--- src/rtl/dmem_arbiter.sv ---
// dmem_arbiter: shares one data memory between the core (priority) and an external requester.
// Latency: grant and memory muxing are combinational; external read data returns one cycle after grant.
// Backpressure: the external port waits on core-busy cycles. With DMEM_ARB_STARVE_EN defined, the core is stalled one cycle to force it through.
module dmem_arbiter #(
   parameter int          ADDR_W       = 32,
   parameter int          DATA_W       = 32,
   parameter int unsigned STARVE_LIMIT = 8
) (
   input  logic              CLK,
   input  logic              RST,
   input  logic [ADDR_W-1:0] CoreAddr,
   input  logic              CoreRead,
   input  logic              CoreWrite,
   input  logic [DATA_W-1:0] CoreWData,
   output logic [DATA_W-1:0] CoreRData,
   output logic              CoreStall,
   input  logic              ExtReq,
   input  logic              ExtWrite,
   input  logic [ADDR_W-1:0] ExtAddr,
   input  logic [DATA_W-1:0] ExtWData,
   output logic              ExtGnt,
   output logic [DATA_W-1:0] ExtRData,
   output logic              ExtValid,
   output logic [ADDR_W-1:0] MemAddr,
   output logic              MemRead,
   output logic              MemWrite,
   output logic [DATA_W-1:0] MemWData,
   input  logic [DATA_W-1:0] MemRData
);

   logic              core_acc;
   logic              force_st;
   logic              core_own;
   logic              ext_own;
   logic [DATA_W-1:0] ext_rdata_d, ext_rdata_q;
   logic              ext_valid_d, ext_valid_q;

`ifdef DMEM_ARB_STARVE_EN
   typedef enum logic [0:0] {ST_NORMAL = 1'b0, ST_FORCE = 1'b1} state_t;

   localparam logic [7:0] LIMIT = 8'(STARVE_LIMIT);

   state_t     state_d, state_q;
   logic [7:0] cnt_d, cnt_q;

   assign force_st = (state_q == ST_FORCE);
`else
   // Without the starvation guard the limit has no consumer.
   logic [7:0] unused_starve_limit;
   assign unused_starve_limit = 8'(STARVE_LIMIT);
   assign force_st = 1'b0;
`endif

   assign core_acc = CoreRead | CoreWrite;

   // Ownership and memory mux: core wins unless FORCE hands the cycle to the external port.
   always_comb begin
      core_own  = core_acc & ~force_st;
      ext_own   = force_st | (~core_acc & ExtReq);
      MemAddr   = '0;
      MemWData  = '0;
      MemRead   = 1'b0;
      MemWrite  = 1'b0;
      CoreRData = '0;
      if (core_own) begin
         MemAddr   = CoreAddr;
         MemWData  = CoreWData;
         MemRead   = CoreRead;
         MemWrite  = CoreWrite;
         CoreRData = MemRData;
      end else if (ext_own) begin
         MemAddr  = ExtAddr;
         MemWData = ExtWData;
         MemRead  = ~ExtWrite;
         MemWrite = ExtWrite;
      end
      // Reset suppresses every enable so nothing commits while RST is low.
      MemRead   = MemRead  & RST;
      MemWrite  = MemWrite & RST;
      ExtGnt    = ext_own  & RST;
      CoreStall = force_st & RST;
   end

   // External read capture: latch memory data on a granted read, pulse valid next cycle.
   always_comb begin
      ext_valid_d = ExtGnt & ~ExtWrite;
      ext_rdata_d = ext_valid_d ? MemRData : ext_rdata_q;
   end

   assign ExtRData = ext_rdata_q;
   assign ExtValid = ext_valid_q;

`ifdef DMEM_ARB_STARVE_EN
   // Starvation counter and NORMAL/FORCE next-state: count denied cycles, force one grant at the limit.
   always_comb begin
      state_d = state_q;
      cnt_d   = cnt_q;
      if (state_q == ST_FORCE) begin
         state_d = ST_NORMAL;
         cnt_d   = '0;
      end else if (core_acc && ExtReq) begin
         cnt_d = (cnt_q >= LIMIT) ? LIMIT : cnt_q + 8'd1;
         if (cnt_d == LIMIT) begin
            state_d = ST_FORCE;
         end
      end else begin
         cnt_d = '0;
      end
   end

   // Arbitration state registers.
   always_ff @(posedge CLK) begin
      if (!RST) begin
         state_q <= ST_NORMAL;
         cnt_q   <= '0;
      end else begin
         state_q <= state_d;
         cnt_q   <= cnt_d;
      end
   end
`endif

   // External read data/valid registers.
   always_ff @(posedge CLK) begin
      if (!RST) begin
         ext_rdata_q <= '0;
         ext_valid_q <= 1'b0;
      end else begin
         ext_rdata_q <= ext_rdata_d;
         ext_valid_q <= ext_valid_d;
      end
   end

endmodule

--- config.mk ---
export PLATFORM = sky130hd
export DESIGN_NAME = dmem_arbiter
export DESIGN_NICKNAME = d
export VERILOG_FILES = /design/src/rtl/dmem_arbiter.sv
export SDC_FILE = /design/constraint.sdc
export NUM_CORES = 1
export LEC_CHECK = 0
export ABC_AREA = 1
export BUFFER_PORTS_ARGS = -buffer_cell sky130_fd_sc_hd__buf_2
export CORE_AREA = 2 2 117 119
export CTS_CLUSTER_DIAMETER = 40
export CTS_CLUSTER_SIZE = 30
export DETAILED_ROUTE_END_ITERATION = 8
export DIE_AREA = 0 0 119 121
export GPL_TIMING_DRIVEN = 0
export PLACE_DENSITY = 0.66
export SYNTH_ARGS = -nofsm -noshare
export SYNTH_HDL_FRONTEND = slang
export SYNTH_SLANG_ARGS = --single-unit
--- constraint.sdc ---
create_clock -name CLK -period 1.2 [get_ports CLK]
set_clock_uncertainty 0.2 [all_clocks]
set_input_delay 0.24 -clock CLK [delete_from_list [all_inputs] [get_ports CLK]]
set_output_delay 0.24 -clock CLK [all_outputs]
set_load 0.01 [all_outputs]
# ---- Yosys cells after proc, flatten, opt, wreduce, memory -nomap -nowiden
# Cells that the tools add are included.
dict set report totals {
  register_bits 33
  in_bits 166
  output_inout_bits 133
  elab_cells 19
}
dict set report op_classes {
  n_mux 9
  bitwise 8
}
# cell n
set ops {}
lappend ops {{two-way mux 32 bit} 5}
lappend ops {{bitwise AND 1 bit} 5}
lappend ops {{two-way mux 1 bit} 4}
lappend ops {{NOT 1 bit} 2}
lappend ops {{OR 1 bit} 1}

# ---- Longest topological paths before layout
# Gate-level depths: netlist of the first run.
dict set report depth {
  word_depth 6
  mapped_depth 6
  depth_no_buf 5
}

# ---- Least setup slack after synthesis of the first run
# Ideal clock, no wire load.
dict set report synth_path {
  kind {in2out}
  startpoint {input RST}
  endpoint {output MemRead}
  arrival_ns 0.967
  required_time_ns 0.760
  path_slack_ns -0.207
  stages 4
  path_buffers 2
  path_cell_list {buf_2 > nand4_1 > clkbuf_1 > nand2_1}
}
dict set report synth_between {
  elab_chain_cells 1
}
# element line
set synth_rtl {}
lappend synth_rtl {{start: declaration} 10} ;# input logic RST,
lappend synth_rtl {{bitwise AND 1 bit} 78} ;# MemRead = MemRead & RST;
lappend synth_rtl {{end: declaration} 25} ;# output logic MemRead,
# Every way passes these cells.

# ---- Worst setup path in the final report of the first run
dict set report layout_path {
  startpoint {input CoreRead}
  endpoint {output CoreRData[8]}
}
dict set report layout_between {
  elab_chain_cells 2
}
# element line
set layout_rtl {}
lappend layout_rtl {{start: declaration} 12} ;# input logic CoreRead,
lappend layout_rtl {{OR 1 bit} 54} ;# assign core_acc = CoreRead | CoreWrite;
lappend layout_rtl {{two-way mux 32 bit} 65} ;# if (core_own) begin
lappend layout_rtl {{end: declaration} 15} ;# output logic [DATA_W-1:0] CoreRData,
# Every way passes these cells.

==> flow_summary.yaml, run 1 <==
cts:
  clk_pin_slew_ps: 50
  cts_tree: "yes"
  cts.path.max_buffers: 2
  clock_latency_ps: 270
  cts_sinks: 33
  htreeDepth: 2
  cts-buffers-inserted: 5
  cts_root_buf: "clkbuf_16"
placed_design:
  dp.final_hpwl_microns: 10620
  gp_congestion: 0.8419
  placed_area_sq_um: 4433
  port_buffers: 296
  dpl.cell_count: 974
finish:
  syn_to_final_growth_pct: 129.7
  final_cell_mix: "buf_2, nand2_1, inv_1"
  drive_above_1_share: 0.5209
  final_cell_area_sq_um: 6061
  num_antenna_cells: 0
  final_common_cell: "buf_2"
  nets: 1025
  final_cells: 1036
  fillers: 1337
drt:
  drt_iter0_drc: 232
  dr.pass1.iters: 7
  viasPerCell: 4.262
  drc_errors: 0
  antenna_left: 0
  vias: 4415
  wl_per_cell_microns: 14.20
  wirelength_microns: 14720
sta:
  whs_ps: -7.153
  worst_slack_ps: -416.9
  max_freq_mhz: 618.5
  rsz0062_at_grt: "true"
  hold_violations: 2
  min_period_over_period: 1.347
  final_max_slew_viol_count: 0
  final-setup-viol-count: 128
  min_period_ps: 1617
power:
  peakVddDrop_mv: 0.4254
  power.leakage_nw: 3.559
  powerDensity_nw_per_um2: 727.7
floorplan:
  dieArea_sq_um: 14400
  start_util: 0.2017
  die_y_microns: 121
  ios: 299
  num_rows: 42
  core_area_sq_um: 13090
  die_x_microns: 119
global_routing:
  grt_use_total: 0.1812
  grt_pass1_wl_microns: 21110
  grt_max_degree: 11
  grt_pass1_vias: 4097
  grt.overflow.total: 0
  antenna_found_initial: 1
logic_synthesis:
  synth-seq-area-share: 0.2504
  netlist_area_sq_um: 2639
  ys_types: 16
  syn_avg_cell_area_sq_um: 5.257
  synth_cells: 502
  synth_seq_cells: 33
  synth_fp_nets: 668
  ys_warn_count: 0
critical_path:
  required_ps: 760
  critPathMaxFanout: 5
  crit_buf_inv: 6
  cp-end-kind: "primary output"
  worst_path_most_repeated_cell: "buf_12"
  crit_family: "buffers and inverters"
  crit_slowest_cell: "clkbuf_16"
  cp_slowest_stage_delay_ps: 160
  cp.arrival_ps: 1180
  crit_type: "in -> out"
  path_cells: "buf_8, nor2_4, buf_12, buf_4, buf_12, clkbuf_16, nor2_1, buf_2"
  start_kind: "input pin"
run:
  max-cap-violations: 0
status:
  status: "finished, violations left"
  violations: "negative hold slack, negative setup slack"
worst_hold_path:
  hold_class: "in -> reg"
## synthesized netlist by cell type
master | n | area [sq um]
nand3_2 | 1 | 10.01
nand2_1 | 195 | 732.0
nand4_1 | 1 | 6.260
dfxtp_1 | 33 | 660.6
nor2_1 | 32 | 120.1
clkbuf_1 | 16 | 60.06
clkbuf_2 | 1 | 5.000
o21ai_0 | 25 | 125.1
buf_1 | 8 | 30.03
buf_4 | 4 | 30.03
nand3_1 | 64 | 320.3
nor2_4 | 2 | 22.52
inv_1 | 66 | 247.7
conb_1 | 1 | 3.750
o21ai_1 | 40 | 200.2
buf_2 | 13 | 65.06
## registers in the layout (all words and copies together) (netlist names)
name / cells
ExtValid: 1
ExtRData: 32
## path summary, 6_finish.rpt
path | startpoint | endpoint | slack (ps) | cells past startpoint
min reg2reg | ExtRData[19] | ExtRData[19] | 320 | 4
min | MemRData[13] | ExtRData[13] | -7 | 3
max reg2reg | ExtRData[26] | ExtRData[26] | 330 | 4
max | CoreRead | CoreRData[8] | -420 | 8
## per-layer routing
metal	share of wire	GRT usage	wire length, microns	vias to the layer above
met2	0.53	0.3384	7853	189
li1	-	-	-	2251
met4	0.015	0.04613	227	2
met3	0.070	0.04464	1027	16
met5	0.00088	0	13	-
met1	0.38	0.2053	5595	1957
## report_power, final
part	leakage [nW]	total, W	switching [W]	internal [W]
sequential	0.276	0.00114	0.0000119	0.00112
clock	0.0841	0.00149	0.000451	0.00104
combinational	3.20	0.00179	0.000867	0.000922
total	3.56	0.00441	0.00133	0.00308
## through the flow
stage | TNS [ps] | hold WS [ps] | setup WS, ps | total power, W | utilization
2_1_floorplan | -3601 | 143.1 | -106.7 | 0.001735 | -
3_3_place_gp | -69740 | 245.6 | -757.0 | 0.002403 | 0.3388
3_5_place_dp | -68630 | 246.2 | -754.6 | 0.002407 | 0.3388
4_1_cts | -39140 | 2.522 | -411.8 | 0.004214 | 0.4226
5_1_grt | -44180 | 14.09 | -460.3 | 0.004632 | 0.4632
6_report | -37300 | -7.153 | -416.9 | 0.004411 | 0.4632
## tightest hold or removal path: stages
cell and delay (ps):
buf_2 100, nand2_1 50, nand2_1 50
## timing repair
| action | CTS | global route |
|---|---|---|
| buffers inserted | 10 | 8 |
| pin swaps | 10 | 2 |
| hold buffers | 30 | 0 |
| hold endpoints to repair | 30 | 0 |
| endpoints found under the setup margin | 133 | 151 |
| gates resized for setup | 99 | 118 |
| gates cloned | 6 | 2 |
## kinds of logic after synthesis
logic type,count (synthesis),share of synthesized area
simple gates,295,0.4590
buf+inv,108,0.1660
compound gates,65,0.1233
flops,33,0.2504
other cells,1,0.001421
## area by class of cell
class	count	area, sq um	area share
clock inverter	1	30.03	0.004955
tap	176	220.2	0.03633
buffer	42	466.7	0.07700
multi-input combinational	361	1872	0.3088
clock buffer	7	142.6	0.02353
sequential	33	683.2	0.1127
timing repair buffer	350	2399	0.3957
inverter	66	247.7	0.04088
Power figures use the tool's default switching activity.
==> inputs of run 2 (changes only) <==
==> constraint.sdc (replaced) <==
create_clock -name CLK -period 1.2 [get_ports CLK]
set_clock_uncertainty 0.2 [all_clocks]
set_input_delay 0.06 -clock CLK [delete_from_list [all_inputs] [get_ports CLK]]
set_output_delay 0.06 -clock CLK [all_outputs]
set_load 0.01 [all_outputs]
==> flow_summary.yaml, run 2 (synthesis gave the netlist of run 1 again) <==
status:
  status: "finished, violations left"
  violations: "negative hold slack, negative setup slack"
critical_path:
  crit_type: "in -> out"
  crit_buf_inv: 5
  path_cells: "buf_8, nor2_4, buf_4, buf_12, clkbuf_16, nand3_1, nand2_1, buf_6"
  crit_family: "buffers and inverters"
  cp-end-kind: "primary output"
  regToRegSetupSlack_ps: 360
  start_kind: "input pin"
  crit_slowest_cell: "buf_4"
  cp.arrival_ps: 960
  required_ps: 940
  cp_slowest_stage_delay_ps: 140
  critPathMaxFanout: 8
drt:
  wirelength_microns: 13820
  drc_errors: 0
  dr.pass1.iters: 4
  antenna_left: 0
  drt_iter0_drc: 177
  viasPerCell: 4.193
  vias: 4268
  wl_per_cell_microns: 13.58
sta:
  hold_violations: 4
  rsz0062_at_grt: "true"
  min_period_over_period: 1.015
  final-setup-viol-count: 2
  tns_ps: -28.84
  final_max_slew_viol_count: 0
  min_period_ps: 1217
  worst_slack_ps: -17.49
  max_freq_mhz: 821.4
  whs_ps: -100.2
floorplan:
  dieArea_sq_um: 14400
  die_x_microns: 119
  die_y_microns: 121
  ios: 299
  core_area_sq_um: 13090
  num_rows: 42
  start_util: 0.2017
global_routing:
  grt_use_total: 0.1816
  grt_max_degree: 11
  grt.overflow.total: 0
  grt_pass1_wl_microns: 20730
  grt_pass1_vias: 3972
  antenna_found_initial: 1
placed_design:
  gp_congestion: 0.8850
  dp_slack_ps: -551.7
  dp.final_hpwl_microns: 11360
  placed_area_sq_um: 4340
  port_buffers: 296
cts:
  cts_root_buf: "clkbuf_16"
  cts_sinks: 33
  clock_latency_ps: 270
  clk_pin_slew_ps: 50
  cts.path.max_buffers: 2
  cts-buffers-inserted: 5
  cts_tree: "yes"
  htreeDepth: 2
power:
  power.leakage_nw: 3.287
  p_total_w: 0.003807
  peakVddDrop_mv: 0.3685
  powerDensity_nw_per_um2: 735.4
finish:
  num_antenna_cells: 0
  final_cell_area_sq_um: 5177
  post-route-util: 0.3957
  drive_above_1_share: 0.4323
  nets: 1007
  final_common_cell: "buf_2"
  largest_reg_flops: 32
  syn_to_final_growth_pct: 96.21
  final_cell_mix: "buf_2, nand2_1, inv_1"
worst_hold_path:
  hold_class: "in -> reg"
run:
  max-cap-violations: 0
==> run 2: area by class of cell <==
cell class              count  area [sq um]
fillers                  1442          7908
plain buffers              42         364.1
multi-input cells         361          1617
inverters                  66         247.7
well taps                 176         220.2
flip-flops and latches     33         660.6
clock inverters             2         10.01
clock buffers               6         128.9
repair buffers            332          1929
==> run 2: timing repair <==
item | 4_1_cts | 5_1_grt
pin swaps | 3 | 3
setup endpoints to repair | 127 | 97
cloned | 0 | 1
hold endpoints to repair | 33 | 4
hold buffers | 32 | 1
setup buffers | 5 | 0
resized for setup | 84 | 47
==> run 2: power breakdown <==
part	total, W	internal (W)	switching [W]
Clock	0.00122	0.000761	0.000455
Combinational	0.00146	0.000705	0.000754
Sequential	0.00113	0.00112	0.0000112
==> run 2: routing by layer <==
metal / global-route usage / up-vias / part of all wire
li1: - / 2220 / -
met1: 0.2110 / 1838 / 0.40
met2: 0.3240 / 189 / 0.49
met3: 0.04182 / 21 / 0.074
met4: 0.06845 / 0 / 0.031
met5: 0 / - / 0
==> run 2: path summary, 6_finish.rpt <==
check,depth (start not counted),end,start
max,8,MemWData[18],CoreRead
min,4,ExtRData[14],ExtWrite
max reg2reg,4,ExtRData[20],ExtRData[20]
min reg2reg,4,ExtRData[28],ExtRData[28]
==> run 2: worst reg2reg max path: cells and delay by family, from the launching register on <==
family | cells | cell delay (ps)
buffers and inverters | 1 | 60
flip-flops | 1 | 340
AND/OR/NAND/NOR | 3 | 190
==> run 2: stage by stage <==
stage | hold WS (ps) | cells
3_3_place_gp | 63.33 | 974
6_report | -100.2 | 1018
2_1_floorplan | -36.87 | 502
3_5_place_dp | 66.75 | 974
4_1_cts | -106.4 | 1019
5_1_grt | -86.57 | 1018
